<file path="config.mk">
export PLATFORM = sky130hd
export DESIGN_NAME = mvb_word_deserializer
export DESIGN_NICKNAME = d
export VERILOG_FILES = /design/src/rtl/mvb_deser_pkg.sv /design/src/rtl/mvb_word_fifo.sv /design/src/rtl/mvb_word_deserializer.sv
export SDC_FILE = /design/constraint.sdc
export NUM_CORES = 1
export LEC_CHECK = 0
export BUFFER_PORTS_ARGS = -buffer_cell sky130_fd_sc_hd__buf_2
export CORE_UTILIZATION = 40
export CTS_CLUSTER_DIAMETER = 120
export CTS_CLUSTER_SIZE = 16
export DETAILED_ROUTE_END_ITERATION = 10
export GPL_TIMING_DRIVEN = 0
export PLACE_DENSITY = 0.66
export SLEW_MARGIN = 10
export SYNTH_ARGS = -nofsm -noshare
export SYNTH_HDL_FRONTEND = slang
export SYNTH_SLANG_ARGS = --single-unit
</file>
<file path="constraint.sdc">
create_clock -name clk_3M -period 4.15 [get_ports clk_3M]
set_input_delay 0.83 -clock clk_3M [delete_from_list [all_inputs] [get_ports clk_3M]]
set_output_delay 0.83 -clock clk_3M [all_outputs]
set_load 0.05 [all_outputs]
</file>
<file path="src/rtl/mvb_deser_pkg.sv">
`default_nettype none
// ============================================================================
//  Module   : mvb_deser_pkg
//  Brief    : Shared defaults, width helper and FIFO entry type for the MVB
//             receive-path word deserializer.
//  Revision : 1.0 - initial release
// ============================================================================
package mvb_deser_pkg;

   // Default configuration of the deserializer
   localparam int DEFAULT_WORD_W     = 16;
   localparam int DEFAULT_FIFO_DEPTH = 4;
   localparam int DEFAULT_MSB_FIRST  = 1;

   // Widest word the FIFO entry type can carry
   localparam int MAX_WORD_W = 32;

   // Width needed to hold a bit count in the range 0..w
   function automatic int word_bits_w(input int w);
      return $clog2(w + 1);
   endfunction

   localparam int MAX_BITS_W = word_bits_w(MAX_WORD_W);

   // One FIFO entry: assembled word plus its number of valid bits.
   // Narrower configurations use the low-order slice of each field.
   typedef struct packed {
      logic [MAX_WORD_W-1:0] data;
      logic [MAX_BITS_W-1:0] bits;
   } mvb_word_t;

endpackage
`default_nettype wire

</file>
<file path="src/rtl/mvb_word_fifo.sv">
`default_nettype none
// ============================================================================
//  Module   : mvb_word_fifo
//  Brief    : Synchronous FIFO with a registered show-ahead head. Pointers
//             carry one extra wrap bit to tell full from empty. A write
//             while full is accepted only when a read happens in the same
//             cycle.
//  Revision : 1.0 - initial release
// ============================================================================
module mvb_word_fifo #(
   parameter int WIDTH = 8,
   parameter int DEPTH = 4
) (
   input  logic                       clk_3M,
   input  logic                       rst,
   input  logic                       i_wr_en,
   input  logic [WIDTH-1:0]           i_wr_data,
   input  logic                       i_rd_en,
   output logic [WIDTH-1:0]           o_rd_data,
   output logic                       o_empty,
   output logic                       o_full,
   output logic [$clog2(DEPTH+1)-1:0] o_count
);

   localparam int c_aw = $clog2(DEPTH);
   localparam int c_pw = c_aw + 1;
   localparam int c_cw = $clog2(DEPTH + 1);

   logic [WIDTH-1:0] r_mem [DEPTH];
   logic [c_pw-1:0]  r_wr_ptr;
   logic [c_pw-1:0]  r_rd_ptr;
   logic [c_cw-1:0]  r_count;
   logic [WIDTH-1:0] r_head;

   logic             w_push;
   logic             w_pop;
   logic [c_pw-1:0]  w_rd_ptr_nxt;
   logic [c_cw-1:0]  w_count_nxt;
   logic [WIDTH-1:0] w_head_nxt;

   assign o_empty = (r_wr_ptr == r_rd_ptr);
   assign o_full  = (r_wr_ptr[c_aw] != r_rd_ptr[c_aw]) &&
                    (r_wr_ptr[c_aw-1:0] == r_rd_ptr[c_aw-1:0]);

   assign w_pop        = i_rd_en && !o_empty;
   assign w_push       = i_wr_en && (!o_full || w_pop);
   assign w_rd_ptr_nxt = r_rd_ptr + c_pw'(w_pop);

   assign o_rd_data = r_head;
   assign o_count   = r_count;

   // Occupancy after this cycle's push/pop
   always_comb begin
      w_count_nxt = r_count;
      if (w_push && !w_pop) begin
         w_count_nxt = r_count + c_cw'(1);
      end else if (!w_push && w_pop) begin
         w_count_nxt = r_count - c_cw'(1);
      end
   end

   // Next head: bypass the incoming word when it lands in the head slot
   always_comb begin
      w_head_nxt = r_head;
      if (w_count_nxt == '0) begin
         w_head_nxt = '0;
      end else if (w_push && (r_wr_ptr[c_aw-1:0] == w_rd_ptr_nxt[c_aw-1:0])) begin
         w_head_nxt = i_wr_data;
      end else begin
         w_head_nxt = r_mem[w_rd_ptr_nxt[c_aw-1:0]];
      end
   end

   // Storage array, written on accepted pushes only
   always_ff @(posedge clk_3M) begin
      if (w_push) begin
         r_mem[r_wr_ptr[c_aw-1:0]] <= i_wr_data;
      end
   end

   // Pointers, occupancy and registered head
   always_ff @(posedge clk_3M or negedge rst) begin
      if (!rst) begin
         r_wr_ptr <= '0;
         r_rd_ptr <= '0;
         r_count  <= '0;
         r_head   <= '0;
      end else begin
         if (w_push) begin
            r_wr_ptr <= r_wr_ptr + c_pw'(1);
         end
         r_rd_ptr <= w_rd_ptr_nxt;
         r_count  <= w_count_nxt;
         r_head   <= w_head_nxt;
      end
   end

endmodule
`default_nettype wire

</file>
<file path="src/rtl/mvb_word_deserializer.sv">
`default_nettype none
// ============================================================================
//  Module   : mvb_word_deserializer
//  Brief    : MVB receive-path serial-to-parallel converter. Samples one bit
//             per clk_3M cycle, assembles WORD_W-bit words MSB- or LSB-first,
//             flushes a zero-padded partial word on frame_end and queues the
//             words in a valid/ready output FIFO.
//  Revision : 1.0 - initial release
// ============================================================================
module mvb_word_deserializer
   import mvb_deser_pkg::*;
#(
   parameter int WORD_W     = DEFAULT_WORD_W,
   parameter int FIFO_DEPTH = DEFAULT_FIFO_DEPTH,
   parameter int MSB_FIRST  = DEFAULT_MSB_FIRST
) (
   input  logic                            clk_3M,
   input  logic                            rst,
   input  logic                            deserializer_wait,
   input  logic                            data_in,
   input  logic                            frame_end,
   input  logic                            word_ready,
   output logic                            word_valid,
   output logic [WORD_W-1:0]               word_data,
   output logic [word_bits_w(WORD_W)-1:0]  word_bits,
   output logic [$clog2(FIFO_DEPTH+1)-1:0] fill_level,
   output logic                            overflow
);

   localparam int              c_bw       = word_bits_w(WORD_W);
   localparam int              c_fw       = $bits(mvb_word_t);
   localparam logic [c_bw-1:0] c_full_cnt = c_bw'(WORD_W);

   logic [WORD_W-1:0] r_shift;
   logic [c_bw-1:0]   r_cnt;
   logic              r_overflow;

   logic [WORD_W-1:0] w_shift_nxt;
   logic [c_bw-1:0]   w_cnt_inc;
   logic              w_word_done;
   logic              w_flush;
   logic              w_push;
   logic              w_pop;
   logic              w_full;
   logic              w_empty;
   mvb_word_t         w_entry;
   mvb_word_t         w_head;

   // Each shift-register bit captures data_in at the one count value that
   // addresses it; all other bits hold. Unfilled positions stay zero because
   // the register is cleared at every word boundary.
   for (genvar i = 0; i < WORD_W; i++) begin : g_bit
      localparam int c_pos = (MSB_FIRST != 0) ? (WORD_W - 1 - i) : i;
      assign w_shift_nxt[i] = (r_cnt == c_bw'(c_pos)) ? data_in : r_shift[i];
   end

   // The sample taken this cycle is always counted, so a flush never
   // produces an empty word.
   assign w_cnt_inc   = r_cnt + c_bw'(1);
   assign w_word_done = !deserializer_wait && (w_cnt_inc == c_full_cnt);
   assign w_flush     = !deserializer_wait && frame_end;
   assign w_push      = w_word_done || w_flush;
   assign w_pop       = word_valid && word_ready;

   // FIFO entry built from the word including this cycle's bit
   always_comb begin
      w_entry                   = '0;
      w_entry.data[WORD_W-1:0]  = w_shift_nxt;
      w_entry.bits[c_bw-1:0]    = w_cnt_inc;
   end

   // Bit assembly: clear on wait or on any push, otherwise accumulate
   always_ff @(posedge clk_3M or negedge rst) begin
      if (!rst) begin
         r_shift <= '0;
         r_cnt   <= '0;
      end else if (deserializer_wait || w_push) begin
         r_shift <= '0;
         r_cnt   <= '0;
      end else begin
         r_shift <= w_shift_nxt;
         r_cnt   <= w_cnt_inc;
      end
   end

   // Overflow pulse: a push that the full FIFO cannot take this cycle
   always_ff @(posedge clk_3M or negedge rst) begin
      if (!rst) begin
         r_overflow <= 1'b0;
      end else begin
         r_overflow <= w_push && w_full && !w_pop;
      end
   end

   mvb_word_fifo #(
      .WIDTH (c_fw),
      .DEPTH (FIFO_DEPTH)
   ) u_fifo (
      .clk_3M    (clk_3M),
      .rst       (rst),
      .i_wr_en   (w_push),
      .i_wr_data (w_entry),
      .i_rd_en   (word_ready),
      .o_rd_data (w_head),
      .o_empty   (w_empty),
      .o_full    (w_full),
      .o_count   (fill_level)
   );

   assign word_valid = !w_empty;
   assign word_data  = w_head.data[WORD_W-1:0];
   assign word_bits  = w_head.bits[c_bw-1:0];
   assign overflow   = r_overflow;

endmodule
`default_nettype wire
</file>
## After elaboration in Yosys (flattened, before gate mapping)

Memory sizes are Yosys's and may differ from the RTL's.
Cells that the tools add are included.

| word-level totals | value |
|---|---|
| input bits | 6 |
| word-level logic and storage cells | 77 |
| bits in writable memories | 84 |
| flip-flop bits (word level) | 53 |
| memories | 1 |

Memories:

| name | words | bits a word | rd ports | clocked after memory_dff | write ports | line | text |
|---|---|---|---|---|---|---|---|
| u_fifo.r_mem | 4 | 21 | 1 | 0 | 1 | mvb_word_fifo.sv:29 | `logic [WIDTH-1:0] r_mem [DEPTH];` |

| cells by class | value |
|---|---|
| multiplexer cells | 24 |
| reductions and logical operators | 20 |
| equal/unequal tests | 20 |
| add/subtract/negate cells | 5 |

Operators by type and width:

| operator | count |
|---|---|
| 2-to-1 mux 22 bit | 2 |
| equality test 5 x 4 -> 1 bit, second input constant | 8 |
| equality test 5 x 3 -> 1 bit, second input constant | 4 |
| 2-to-1 mux 1 bit | 18 |
| 2-to-1 mux 16 bit | 1 |
| equality test 5 x 2 -> 1 bit, second input constant | 2 |
| logical AND 1 bit | 10 |
| adder 3 x 1 -> 3 bit, second input constant | 2 |
| 2-to-1 mux 3 bit | 2 |
| adder 5 x 1 -> 5 bit, second input constant | 1 |
| equality test 5 x 1 -> 1 bit, second input constant | 1 |
| equality test 5 bit, second input constant | 1 |
| logical NOT 1 bit | 5 |
| logical NOT 5 bit | 1 |
| 2-to-1 mux 5 bit | 1 |
| equality test 2 bit | 2 |
| adder 3 x 1 -> 3 bit | 1 |
| equality test 3 bit | 1 |
| logical NOT 3 bit | 1 |
| logical OR 1 bit | 3 |
| subtractor 3 x 1 -> 3 bit, second input constant | 1 |
| inequality test 1 bit | 1 |

## Longest topological paths before layout

Gate-level depths: netlist of run 1.

| depth | value |
|---|---|
| depth in word-level cells | 11 |
| gate-level depth with buffers | 10 |
| gate-level depth less buffers | 9 |

## Modules after synthesis

From an unflattened synthesis of run 1, not the netlist that was laid out.

| second synthesis, totals | value |
|---|---|
| cells, all modules | 536 |
| area, all modules | 8967.4 um2 |

By module, submodules not included:

| module | sequential area each (um2) | cells each | times used | area each (um2) |
|---|---|---|---|---|
| mvb_word_fifo | 5740.5 | 430 | 1 | 7613.6 |
| mvb_word_deserializer | 550.5 | 106 | 1 | 1353.8 |

## Least setup slack after synthesis of run 1

No wires, ideal clock.

| path | value |
|---|---|
| path type | reg-to-reg |
| start point | reg u_fifo.r_wr_ptr[1] |
| end point | reg u_fifo.r_head[3], in the netlist u_fifo.o_rd_data[3] |
| cell stages (with the launch flop) | 9 |
| data arrival time | 2.776 ns |
| clock period less this slack | 2.906 ns |
| required time | 4.019 ns |
| slack | 1.244 ns |
| setup time | 0.131 ns |
| cells stage by stage | dfrtp_1 > xor2_1 > o31ai_2 > inv_1 > ha_1 > clkbuf_1 > mux4_2 > mux2i_1 > a21oi_2 |

| on the way | value |
|---|---|
| elaborated cells between the ends (all ways) | 21 |
| classes of those cells | 1 x add/sub; 3 x eq/ne; 4 x mux; 12 x reduce/logical; 1 x memory |

RTL lines:

| item | line | text |
|---|---|---|
| start, declared | mvb_word_fifo.sv:30 | `logic [c_pw-1:0] r_wr_ptr;` |
| start signal, assigned | mvb_word_fifo.sv:90 | `r_wr_ptr <= r_wr_ptr + c_pw'(1);` |
| equality test 3 bit * | mvb_word_fifo.sv:41 | `assign o_empty = (r_wr_ptr == r_rd_ptr);` |
| logical NOT 1 bit * | mvb_word_fifo.sv:45 | `assign w_pop = i_rd_en && !o_empty;` |
| logical AND 1 bit * | mvb_word_fifo.sv:45 |  |
| adder 3 x 1 -> 3 bit * | mvb_word_fifo.sv:47 | `assign w_rd_ptr_nxt = r_rd_ptr + c_pw'(w_pop);` |
| named net u_fifo.w_rd_ptr_nxt[0] | mvb_word_fifo.sv:37 | `logic [c_pw-1:0] w_rd_ptr_nxt;` |
| branches (longest 2 deep; another with memory read (4 x 21 bit)) | - |  |
| 2-to-1 mux 22 bit * | mvb_word_fifo.sv:67 | `end else if (w_push && (r_wr_ptr[c_aw-1:0] == w_rd_ptr_nxt[c_aw-1:0])) begin` |
| 2-to-1 mux 22 bit * | mvb_word_fifo.sv:65 | `if (w_count_nxt == '0) begin` |
| named net u_fifo.w_head_nxt[3] | mvb_word_fifo.sv:39 | `logic [WIDTH-1:0] w_head_nxt;` |
| end signal, assigned | mvb_word_fifo.sv:94 | `r_head <= w_head_nxt;` |
| end, declared | mvb_word_fifo.sv:33 | `logic [WIDTH-1:0] r_head;` |

Mark *: on every way through the listed nets, which the timed path passes.
A chain may end at the register's enable or synchronous reset.

## Final worst setup path of run 1

| path | value |
|---|---|
| start point | reg r_cnt[0] |
| end point | mem u_fifo.r_mem[3][9] (netlist bit) (enable) |

| on the way | value |
|---|---|
| word-level cells in the longest chain between the ends | 7 |

Ends and longest elaborated chain:

| item | line | text |
|---|---|---|
| start, declared | mvb_word_deserializer.sv:35 | `logic [c_bw-1:0] r_cnt;` |
| start signal, assigned | mvb_word_deserializer.sv:82 | `r_cnt <= w_cnt_inc;` |
| adder 5 x 1 -> 5 bit | mvb_word_deserializer.sv:59 | `assign w_cnt_inc = r_cnt + c_bw'(1);` |
| equality test 5 bit | mvb_word_deserializer.sv:60 | `assign w_word_done = !deserializer_wait && (w_cnt_inc == c_full_cnt);` |
| logical AND 1 bit | mvb_word_deserializer.sv:60 |  |
| logical OR 1 bit | mvb_word_deserializer.sv:62 | `assign w_push = w_word_done \|\| w_flush;` |
| logical AND 1 bit | mvb_word_fifo.sv:46 | `assign w_push = i_wr_en && (!o_full \|\| w_pop);` |
| 2-to-1 mux 1 bit | mvb_word_fifo.sv:76 | `if (w_push) begin` |
| 2-to-1 mux 1 bit (implied by the code) | mvb_word_fifo.sv:77 | `r_mem[r_wr_ptr[c_aw-1:0]] <= i_wr_data;` |
| end, declared | mvb_word_fifo.sv:29 |  |

Every way passes these cells.

==> key figures, run 1 <==
Finish
  • Fill cells: 1,192
  • Layout cells sized above 1: 34.5%
  • Antenna diodes: 0
  • Most frequent cells in the layout: 84 x edfxtp_1, 52 x dfrtp_1, 33 x buf_2
  • Area grow syn2layout: 17.1%
  • Fin util: 48.7%
  • Multi-input logic area: 1850 µm²
  • Most common cell after layout, fill and taps aside: edfxtp_1
  • NumNets Final: 419
  • Reg area: 3820 µm²

Critical path
  • Critical Path Fanout Max: 22
  • Crit path launch type: register
  • FF-to-FF Start: r_cnt[0]
  • Critical path's slowest cell: and3_1
  • Crit. Startpoint: r_cnt[0]
  • Setup CP Type: register to register
  • Worst path cell trace: ha_1 -> and3_1 -> ha_1 -> nor4_4 -> a21o_1 -> and3_1
  • Arr. time, crit path: 3.50 ns
  • CP endpoint kind: register
  • CP peak stage delay: 0.99 ns
  • Data required, critical path: 4.18 ns

Synth
  • Most common flop cell mapped by yosys: edfxtp_1
  • Adder-cell share of the synthesized area: 3.00%
  • Synth top area share: 43.2%
  • Post-Synth XOR/XNOR Area: 2.72%
  • Synthesized Nets: 368
  • Post-synthesis cell area: 5830 µm²
  • Post-synth top area cell: edfxtp_1
  • Largest family of logic cells by synthesized area: multiplexers
  • Synth warn: 0
  • Synth area leaders: edfxtp_1 43%, dfrtp_1 22%, mux4_2 8.1%
  • Mean area per synthesized cell: 16.8 µm²
  • Synthesized flop and latch total: 136
  • EDFF count, synth: 84
  • Mapped Cells: 348
  • Post-synthesis cell type count: 39
  • Register area share after synthesis: 65.5%
  • Asr flop ratio synth: 38.2%
  • Mux share of post-synthesis cell area: 14.8%
  • Simple-Gate Fraction of Synth Area: 6.18%
  • Synth Area in Compound Gates: 5.02%

Global route
  • Global router's overall resource usage: 16.1%
  • Largest net degree at the start of global routing: 30
  • Global route overflow: 0
  • Initial antenna violation count: 0
  • First-pass GRT wire length: 17,200 µm
  • Vias in the first global route: 3,152

CTS
  • Clock Sinks: 136
  • Clock transition at the registers of the reported paths: 0.06 ns
  • CTS tree: done
  • Clock Latency Late Sink: 0.42 ns
  • CTS Root Buffer Type: clkbuf_16
  • Post-CTS Resized: 0
  • H-tree level count: 4
  • CTS buffer count: 17
  • Postcts setup bufs: 0
  • Clock Path Buffers: 2
  • Post-CTS Hold Buffers: 0

Floorplan
  • Initial Util: 41.5%
  • Die area: 15,100 µm²
  • Die width: 123 µm
  • Die Span Y: 123 µm
  • Core ar.: 14,000 µm²
  • Num rows: 43
  • IO Count: 32

Place
  • Dpl hpwl: 6700 µm
  • Routability cong.: 0.809
  • Input/output buffers: 31

Routing
  • TritonRoute pass-1 iters: 4
  • Post-DR wirelength/cell: 18.2 µm
  • Post-DRT Antenna Nets: 0
  • Initial DRC count: 149
  • Vias: 3,047
  • Via/cell ratio: 5.15
  • DRC: 0
  • WL final: 10,800 µm

STA
  • Final Max Tran Viols: 0
  • Setup TNS: 0 ns
  • Setup violators final: 0
  • Slew margin rel.: 18.6%
  • Final min period: 3.47 ns
  • Unrepaired setup endpoints after global routing: false
  • Slew @ Worst Pin: 1.22 ns
  • Max Clk Rate: 0.288 GHz
  • Final worst-path cycle share: 83.6%
  • Clk_skew: 0.00624 ns
  • Hold Vio Cnt, Final: 0

Power and ir drop
  • Pint: 0.00353 W
  • Pwr per Cell Area: 823 nW/µm²
  • Leak: 2.61 nW
  • Switching power: 0.00209 W
  • Clk pwr share: 26.5%
  • Max rail drop VDD: 0.000502 V
  • Sw frac: 37.2%
  • Register share of total power: 31.9%
  • Combinational group share of total power: 41.6%

Job
  • MaxCap Viol Count: 0

Outcome
  • Status: finished, final reports clean

Min path
  • Worst hold path type: input pin to asynchronous set/reset pin
[sequential cells by signal, indices dropped and copies added, names as in the netlist]
signal and flops:
u_fifo.o_count 3, r_shift 16, u_fifo.r_wr_ptr 3, u_fifo.o_rd_data 21, overflow 1, u_fifo.r_rd_ptr 3
u_fifo.r_mem 84, r_cnt 5
[cell usage after synthesis (2+ instances only)]
cell       n
mux2_2    16
and3_1     6
xor2_1     7
a21oi_2   21
inv_1     12
xor2_4     2
nor4_4     2
buf_4      2
nand2_1    9
nor2b_1   17
inv_2      2
mux4_2    21
xnor2_1    3
mux2i_1   21
nor2_1    14
edfxtp_1  84
dfrtp_1   52
o21ai_0    2
clkbuf_1   7
buf_2      2
a21oi_1    2
nand3_1   10
ha_1      14
buf_6      5
[per-stage QoR]
step	cells	total power (W)	hold slack [ns]	setup WS (ns)	area [µm²]
floorplan	348	0.00368	0.498	1.24	5830
global placement	559	0.00414	0.512	0.705	6210
detailed placement	560	0.00419	0.525	0.637	6230
CTS	592	0.00570	0.439	0.619	6830
global route	592	0.00592	0.462	0.415	6830
finish	592	0.00562	0.421	0.681	6830
[layout make-up]
cell class                 instances  area share [%]
clock buffer                      24            7.34
multi-input combinational        182            27.1
buffer                            16            1.57
sequential                       136            56.0
inverter                          14           0.769
tap                              180            3.30
clock inverter                     8            1.37
timing repair buffer              32            2.56
[worst max-delay path, delay by kind of cell, from the launching register on]
kind            cells  cell delay [ns]
simple gates        3             1.64
flops               1             0.44
fa+ha+maj           2             0.73
compound gates      1             0.25
[power by group through the flow]
stage,clock network [W],registers (W),logic [W]
global placement,0,0.00181,0.00233
CTS,0.00152,0.00180,0.00239
detailed placement,0,0.00182,0.00237
finish,0.00149,0.00179,0.00234
floorplan,0,0.00223,0.00146
global route,0.00157,0.00182,0.00254
[worst paths after layout]
path | slack [ns] | endpoint | cells after the start
hold reg to reg | 0.53 | u_fifo.r_rd_ptr[2] | 1
min in group clk_3M | 0.53 | u_fifo.r_rd_ptr[2] | 1
hold / removal | 0.42 | overflow | 1
max in group asynchronous | 3.15 | u_fifo.o_rd_data[2] | 2
setup reg to reg | 0.68 | u_fifo.r_mem[3][9] | 6
setup / recovery | 0.68 | u_fifo.r_mem[3][9] | 6
[layer usage]
metal | GRT usage [%] | vias to the layer above | wire length, µm
li1 | - | 1404 | -
met1 | 21.7 | 1578 | 5040
met2 | 24.4 | 54 | 5230
met3 | 5.16 | 11 | 354
met4 | 5.72 | 0 | 133
met5 | 0 | - | 0
[cell families after synthesis]
group,after synthesis
flops,136
buf+inv,30
mux,58
compound gates,34
xor+xnor,13
simple gates,63
fa+ha+maj,14
Power figures use the tool's default switching activity.
==> inputs of run 2 (changes only) <==
- ABC_AREA: default -> 1
- clock period: 4.15 -> 3.6 ns (I/O delays scaled with it)
==> run 2 against run 1 <==
Against the previous run: combinational power rose by 34%; clock skew barely moved; die area rose by 3.1%; non-clock buffer count rose by 9; worst hold slack got worse by 0.077 ns; critical path type unchanged; count of clock-buffer cells in the layout fell by 7; sequential cell count did not move; synthesized area rose by 3.2%; wire length rose by 24%.
==> key figures, run 2 <==
Job
  • MaxCap Viol Count: 0

Floorplan
  • IO Count: 32
  • Num rows: 44
  • Core ar.: 14,600 µm²
  • Die Span Y: 125 µm
  • Initial Util: 41.3%
  • Die width: 125 µm
  • Die area: 15,500 µm²

Min path
  • Worst hold path type: input pin to asynchronous set/reset pin

Synth
  • Synth warn: 0
  • Register area share after synthesis: 63.5%
  • Post-synth top area cell: edfxtp_1
  • EDFF count, synth: 84
  • Synth area leaders: edfxtp_1 42%, dfrtp_1 22%, nand2_1 8.7%
  • Synthesized flop and latch total: 136
  • Cell with the most instances after synthesis: nand2_1
  • Synth top area share: 41.9%
  • Post-synthesis cell type count: 29
  • Mapped Cells: 550
  • Most common flop cell mapped by yosys: edfxtp_1
  • Asr flop ratio synth: 38.2%
  • Mean area per synthesized cell: 10.9 µm²
  • Post-synthesis cell area: 6020 µm²
  • Synthesized Nets: 570
  • Synth top cells by count: 140 x nand2_1, 84 x edfxtp_1, 59 x inv_1

CTS
  • CTS tree: done
  • Clock transition at the registers of the reported paths: 0.06 ns
  • Clock Path Buffers: 2
  • CTS Root Buffer Type: clkbuf_16
  • Post-CTS Resized: 0
  • H-tree level count: 4
  • Clock Latency Late Sink: 0.41 ns
  • CTS buffer count: 17
  • Postcts setup bufs: 0
  • Clock Sinks: 136
  • Post-CTS Hold Buffers: 0

Place
  • Routability cong.: 0.891
  • Input/output buffers: 30
  • Dpl hpwl: 8690 µm

Critical path
  • Data required, critical path: 3.89 ns
  • CP endpoint kind: register
  • Arr. time, crit path: 3.58 ns
  • Buf+Inv Stages, Crit Path: 4
  • Crit path launch type: register
  • Setup CP Type: register to register
  • Critical path's slowest cell: dfrtp_1
  • CP peak stage delay: 0.42 ns
  • Critical Path Fanout Max: 10
  • FF-to-FF path depth: 15
  • Crit path max-delay family: compound AO/OA/AOI/OAI gates
  • WP depth: 15
  • Worst path cell trace: inv_2 -> nand2_1 -> nand2_1 -> nand3_2 -> nand2_2 -> inv_2 -> ha_1 -> ha_1 -> clkbuf_1 -> xor2_1 -> a21oi_1 -> o2111ai_4 -> clkbuf_1 -> o21ai_0 -> a21oi_2

Routing
  • Via/cell ratio: 5.13
  • Vias: 4,097
  • TritonRoute pass-1 iters: 5
  • WL final: 13,300 µm
  • Initial DRC count: 375
  • Post-DR wirelength/cell: 16.7 µm
  • DRC: 0
  • Post-DRT Antenna Nets: 0

Power and ir drop
  • Leak: 2.95 nW
  • Sw frac: 41.3%
  • Register share of total power: 29.3%
  • Pwr per Cell Area: 993 nW/µm²
  • Max rail drop VDD: 0.000492 V
  • Combinational group share of total power: 44.5%
  • Switching power: 0.00291 W
  • Pint: 0.00413 W
  • Clk pwr share: 26.2%

Finish
  • Most frequent cells in the layout: 140 x nand2_1, 84 x edfxtp_1, 59 x inv_1, 52 x dfrtp_1, 34 x nor2_1
  • Max reg flops: 84
  • Antenna diodes: 0
  • Fill cells: 1,261
  • Multi-input logic area: 1840 µm²
  • Reg area: 3820 µm²
  • Layout cells sized above 1: 18.7%
  • Area grow syn2layout: 17.9%
  • Most common cell after layout, fill and taps aside: nand2_1
  • NumNets Final: 621

STA
  • Slew margin rel.: 48.6%
  • Slew @ Worst Pin: 0.770 ns
  • Hold Vio Cnt, Final: 0
  • Final min period: 3.29 ns
  • Max Clk Rate: 0.304 GHz
  • Setup TNS: 0 ns
  • Final worst-path cycle share: 91.5%
  • Final Max Tran Viols: 0
  • Hold Slack: 0.344 ns
  • Clk_skew: 0.00625 ns
  • Unrepaired setup endpoints after global routing: false
  • Setup violators final: 0

Global route
  • Vias in the first global route: 4,140
  • First-pass GRT wire length: 21,600 µm
  • Largest net degree at the start of global routing: 53
  • Initial antenna violation count: 0
  • Global route overflow: 0
  • Global router's overall resource usage: 18.1%

Outcome
  • Status: finished, final reports clean
run 2: cell types whose count changed after synthesis, moves of 10 or more:
cell,change
a32o_1,+20
a21oi_1,+21
nor2b_1,-17
mux4_2,-21
o21ai_0,+15
nor2_1,+24
nand2_1,+131
mux2_2,-16
o21a_1,+15
mux2i_1,-21
clkbuf_1,+10
inv_1,+47
run 2: power groups by stage:
stage	logic, W	registers, W	clock network, W
after CTS	0.00316	0.00206	0.00187
after floorplan	0.00182	0.00257	0
after detailed placement	0.00313	0.00209	0
final	0.00313	0.00206	0.00185
after global routing	0.00341	0.00209	0.00194
after global placement	0.00304	0.00209	0
run 2: area by class of cell:
cell class	instances	area share, %
plain buffers	25	1.80
clock buffers	17	5.99
clock inverters	15	2.93
inverters	67	3.54
multi-input cells	322	25.9
flip-flops and latches	136	53.9
well taps	184	3.24
repair buffers	32	2.75
run 2: per-stage QoR:
stage                     utilization [%]  worst slack, ns  total power, W  cells  instance area (µm²)
after floorplan                         -            0.487         0.00440    550                 6020
after global routing                 48.7            0.106         0.00744    798                 7100
after CTS                            48.6            0.320         0.00710    798                 7100
final                                48.7            0.307         0.00705    798                 7100
after detailed placement             44.3            0.319         0.00522    766                 6460
after global placement               43.9           -0.521         0.00512    764                 6400
run 2: routing by layer:
layer | vias up | GRT usage [%] | part of all wire (%)
li1 | 1941 | - | -
met1 | 2010 | 23.5 | 44
met2 | 123 | 28.8 | 49
met3 | 23 | 3.87 | 4.9
met4 | 0 | 8.93 | 2.1
met5 | - | 0 | 0
run 2: worst reg2reg max path, stage by stage, from the launching register on:
cell,delay (ns)
dfrtp_1,0.42
inv_2,0.15
nand2_1,0.07
nand2_1,0.11
nand3_2,0.10
nand2_2,0.12
inv_2,0.07
ha_1,0.19
ha_1,0.29
clkbuf_1,0.34
xor2_1,0.12
a21oi_1,0.23
o2111ai_4,0.21
clkbuf_1,0.29
o21ai_0,0.40
a21oi_2,0.04
run 2: path summary, 6_finish.rpt:
path,to,slack (ns),startpoint
setup / recovery,u_fifo.o_rd_data[10],0.31,u_fifo.r_wr_ptr[0]
hold / removal,u_fifo.o_count[1],0.34,rst
max in group asynchronous,u_fifo.o_rd_data[14],2.79,rst
hold reg to reg,u_fifo.r_rd_ptr[2],0.50,u_fifo.r_rd_ptr[2]
min in group clk_3M,u_fifo.r_rd_ptr[2],0.50,u_fifo.r_rd_ptr[2]
setup reg to reg,u_fifo.o_rd_data[10],0.31,u_fifo.r_wr_ptr[0]
run 2: cell families (layout without fill, tap and decap cells):
group | count (synthesis) | in the layout | synth area share (%)
and+or+nand+nor | 201 | 201 | 14.2
DFF | 136 | 136 | 63.5
AOI/OAI and AO/OA | 103 | 103 | 12.5
buffers and inverters | 92 | 156 | 6.30
adders and majority gates | 14 | 14 | 2.91
xor gates and xnor gates | 4 | 4 | 0.582
==> inputs of run 3 (changes only) <==
- PLACE_DENSITY: 0.66 -> 0.64
==> run 3 against run 2 <==
Against the previous run: sequential share of layout area increased by 0.14 points; largest cell class unchanged; first-iteration DRC count down 0.53%; critical endpoint unchanged; via count shrank 1.7%; critical path depth unchanged.
==> key figures, run 3 (synthesized netlist as in run 2, its figures left out) <==
Place
  • Place WS: 0.285 ns
  • Routability cong.: 0.815
  • Dpl hpwl: 8600 µm
  • Placed insts: 766
  • Input/output buffers: 30

Routing
  • DRC: 0
  • Via/cell ratio: 5.05
  • WL final: 13,200 µm
  • TritonRoute pass-1 iters: 5
  • Post-DR wirelength/cell: 16.6 µm
  • Post-DRT Antenna Nets: 0
  • Vias: 4,026
  • Initial DRC count: 373

STA
  • Clk_skew: 0.00686 ns
  • Setup violators final: 0
  • Final worst-path cycle share: 93.1%
  • Final Max Tran Viols: 0
  • Max Clk Rate: 0.298 GHz
  • Slew @ Worst Pin: 0.771 ns
  • Final WS setup: 0.248 ns
  • Unrepaired setup endpoints after global routing: false
  • Setup TNS: 0 ns
  • Hold Vio Cnt, Final: 0
  • Slew margin rel.: 48.5%
  • Final min period: 3.35 ns

Floorplan
  • Core ar.: 14,600 µm²
  • Initial Util: 41.3%
  • Die width: 125 µm
  • Die area: 15,500 µm²
  • IO Count: 32
  • Die Span Y: 125 µm
  • Num rows: 44

CTS
  • Clock Sinks: 136
  • Post-CTS Resized: 0
  • CTS tree: done
  • Clock Path Buffers: 2
  • Clock transition at the registers of the reported paths: 0.06 ns
  • CTS Root Buffer Type: clkbuf_16
  • H-tree level count: 4
  • CTS buffer count: 17
  • Postcts setup bufs: 0
  • Clock Latency Late Sink: 0.41 ns
  • Post-CTS Hold Buffers: 0

Power and ir drop
  • Register share of total power: 29.4%
  • Final Power: 0.00701 W
  • Max rail drop VDD: 0.000370 V
  • Combinational group share of total power: 44.8%
  • Pint: 0.00407 W
  • Sw frac: 41.9%
  • Clk pwr share: 25.8%
  • Leak: 2.95 nW
  • Switching power: 0.00294 W
  • Pwr per Cell Area: 991 nW/µm²

Finish
  • Area grow syn2layout: 17.6%
  • NumNets Final: 621
  • Fill cells: 1,300
  • Layout cells sized above 1: 19.2%
  • Layout Cells excl Fill: 798
  • Fin util: 48.5%
  • Most common cell after layout, fill and taps aside: nand2_1
  • Antenna diodes: 0
  • Most frequent cells in the layout: 140 x nand2_1, 84 x edfxtp_1, 59 x inv_1, 52 x dfrtp_1, 34 x nor2_1
  • Max reg flops: 84

Global route
  • Global router's overall resource usage: 18.0%
  • First-pass GRT wire length: 21,200 µm
  • Largest net degree at the start of global routing: 53
  • Vias in the first global route: 4,049
  • Global route overflow: 0
  • Initial antenna violation count: 0

Critical path
  • CP endpoint kind: register
  • Crit path launch type: register
  • FF-to-FF path depth: 15
  • Arr. time, crit path: 3.64 ns
  • Setup CP Type: register to register
  • Critical Path Fanout Max: 10
  • Data required, critical path: 3.88 ns

Outcome
  • Status: finished, final reports clean

Min path
  • Worst hold path type: input pin to asynchronous set/reset pin

Job
  • MaxCap Viol Count: 0
==> run 3: per-stage QoR <==
| stage | hold slack (ns) | instance area [µm²] |
|---|---|---|
| finish | 0.324 | 7080 |
| floorplan | 0.424 | 6020 |
| global route | 0.389 | 7080 |
| detailed placement | 0.485 | 6450 |
| CTS | 0.497 | 7080 |
| global placement | 0.480 | 6400 |
==> run 3: metal layers <==
metal  global-route usage, %  vias to the layer above  wire length, µm
li1                        -                     1941                -
met3                    3.48                       12              576
met4                    7.23                        0              150
met2                    30.1                       92             6690
met1                    23.1                     1981             5790
met5                       0                        -                0
==> run 3: worst paths after layout <==
kind | from | slack (ns) | to
worst max-delay path | u_fifo.r_wr_ptr[0] | 0.25 | u_fifo.o_rd_data[10]
worst min-delay path | rst | 0.32 | u_fifo.o_rd_data[15]
worst max register to register | u_fifo.r_wr_ptr[0] | 0.25 | u_fifo.o_rd_data[10]
worst min register to register | u_fifo.r_rd_ptr[2] | 0.49 | u_fifo.r_rd_ptr[2]
max in group asynchronous | rst | 2.78 | u_fifo.o_rd_data[6]
min in group clk_3M | u_fifo.r_rd_ptr[2] | 0.49 | u_fifo.r_rd_ptr[2]
==> run 3: power by group through the flow <==
stage | clock network (W) | logic [W] | registers [W]
after floorplan | 0 | 0.00182 | 0.00257
after global placement | 0 | 0.00304 | 0.00208
after detailed placement | 0 | 0.00313 | 0.00209
after CTS | 0.00184 | 0.00317 | 0.00206
after global routing | 0.00189 | 0.00343 | 0.00209
final | 0.00181 | 0.00314 | 0.00206
==> run 3: critical path: stages (launching register included) <==
cell and delay, ns:
dfrtp_1 0.44, inv_2 0.16, nand2_1 0.07, nand2_1 0.11, nand3_2 0.10, nand2_2 0.11, inv_2 0.08, ha_1 0.20
ha_1 0.29, clkbuf_1 0.35, xor2_1 0.12, a21oi_1 0.23, o2111ai_4 0.22, clkbuf_1 0.31, o21ai_0 0.39, a21oi_2 0.04
==> run 3: cell type report <==
cell class / instances / area, µm² / share of cell area (%)
clock inverter: 15 / 201 / 2.85
sequential: 136 / 3820 / 54.0
clock buffer: 17 / 425 / 6.01
timing repair buffer: 32 / 183 / 2.58
buffer: 25 / 128 / 1.80
multi-input combinational: 322 / 1840 / 25.9
inverter: 67 / 251 / 3.55
tap: 184 / 230 / 3.25
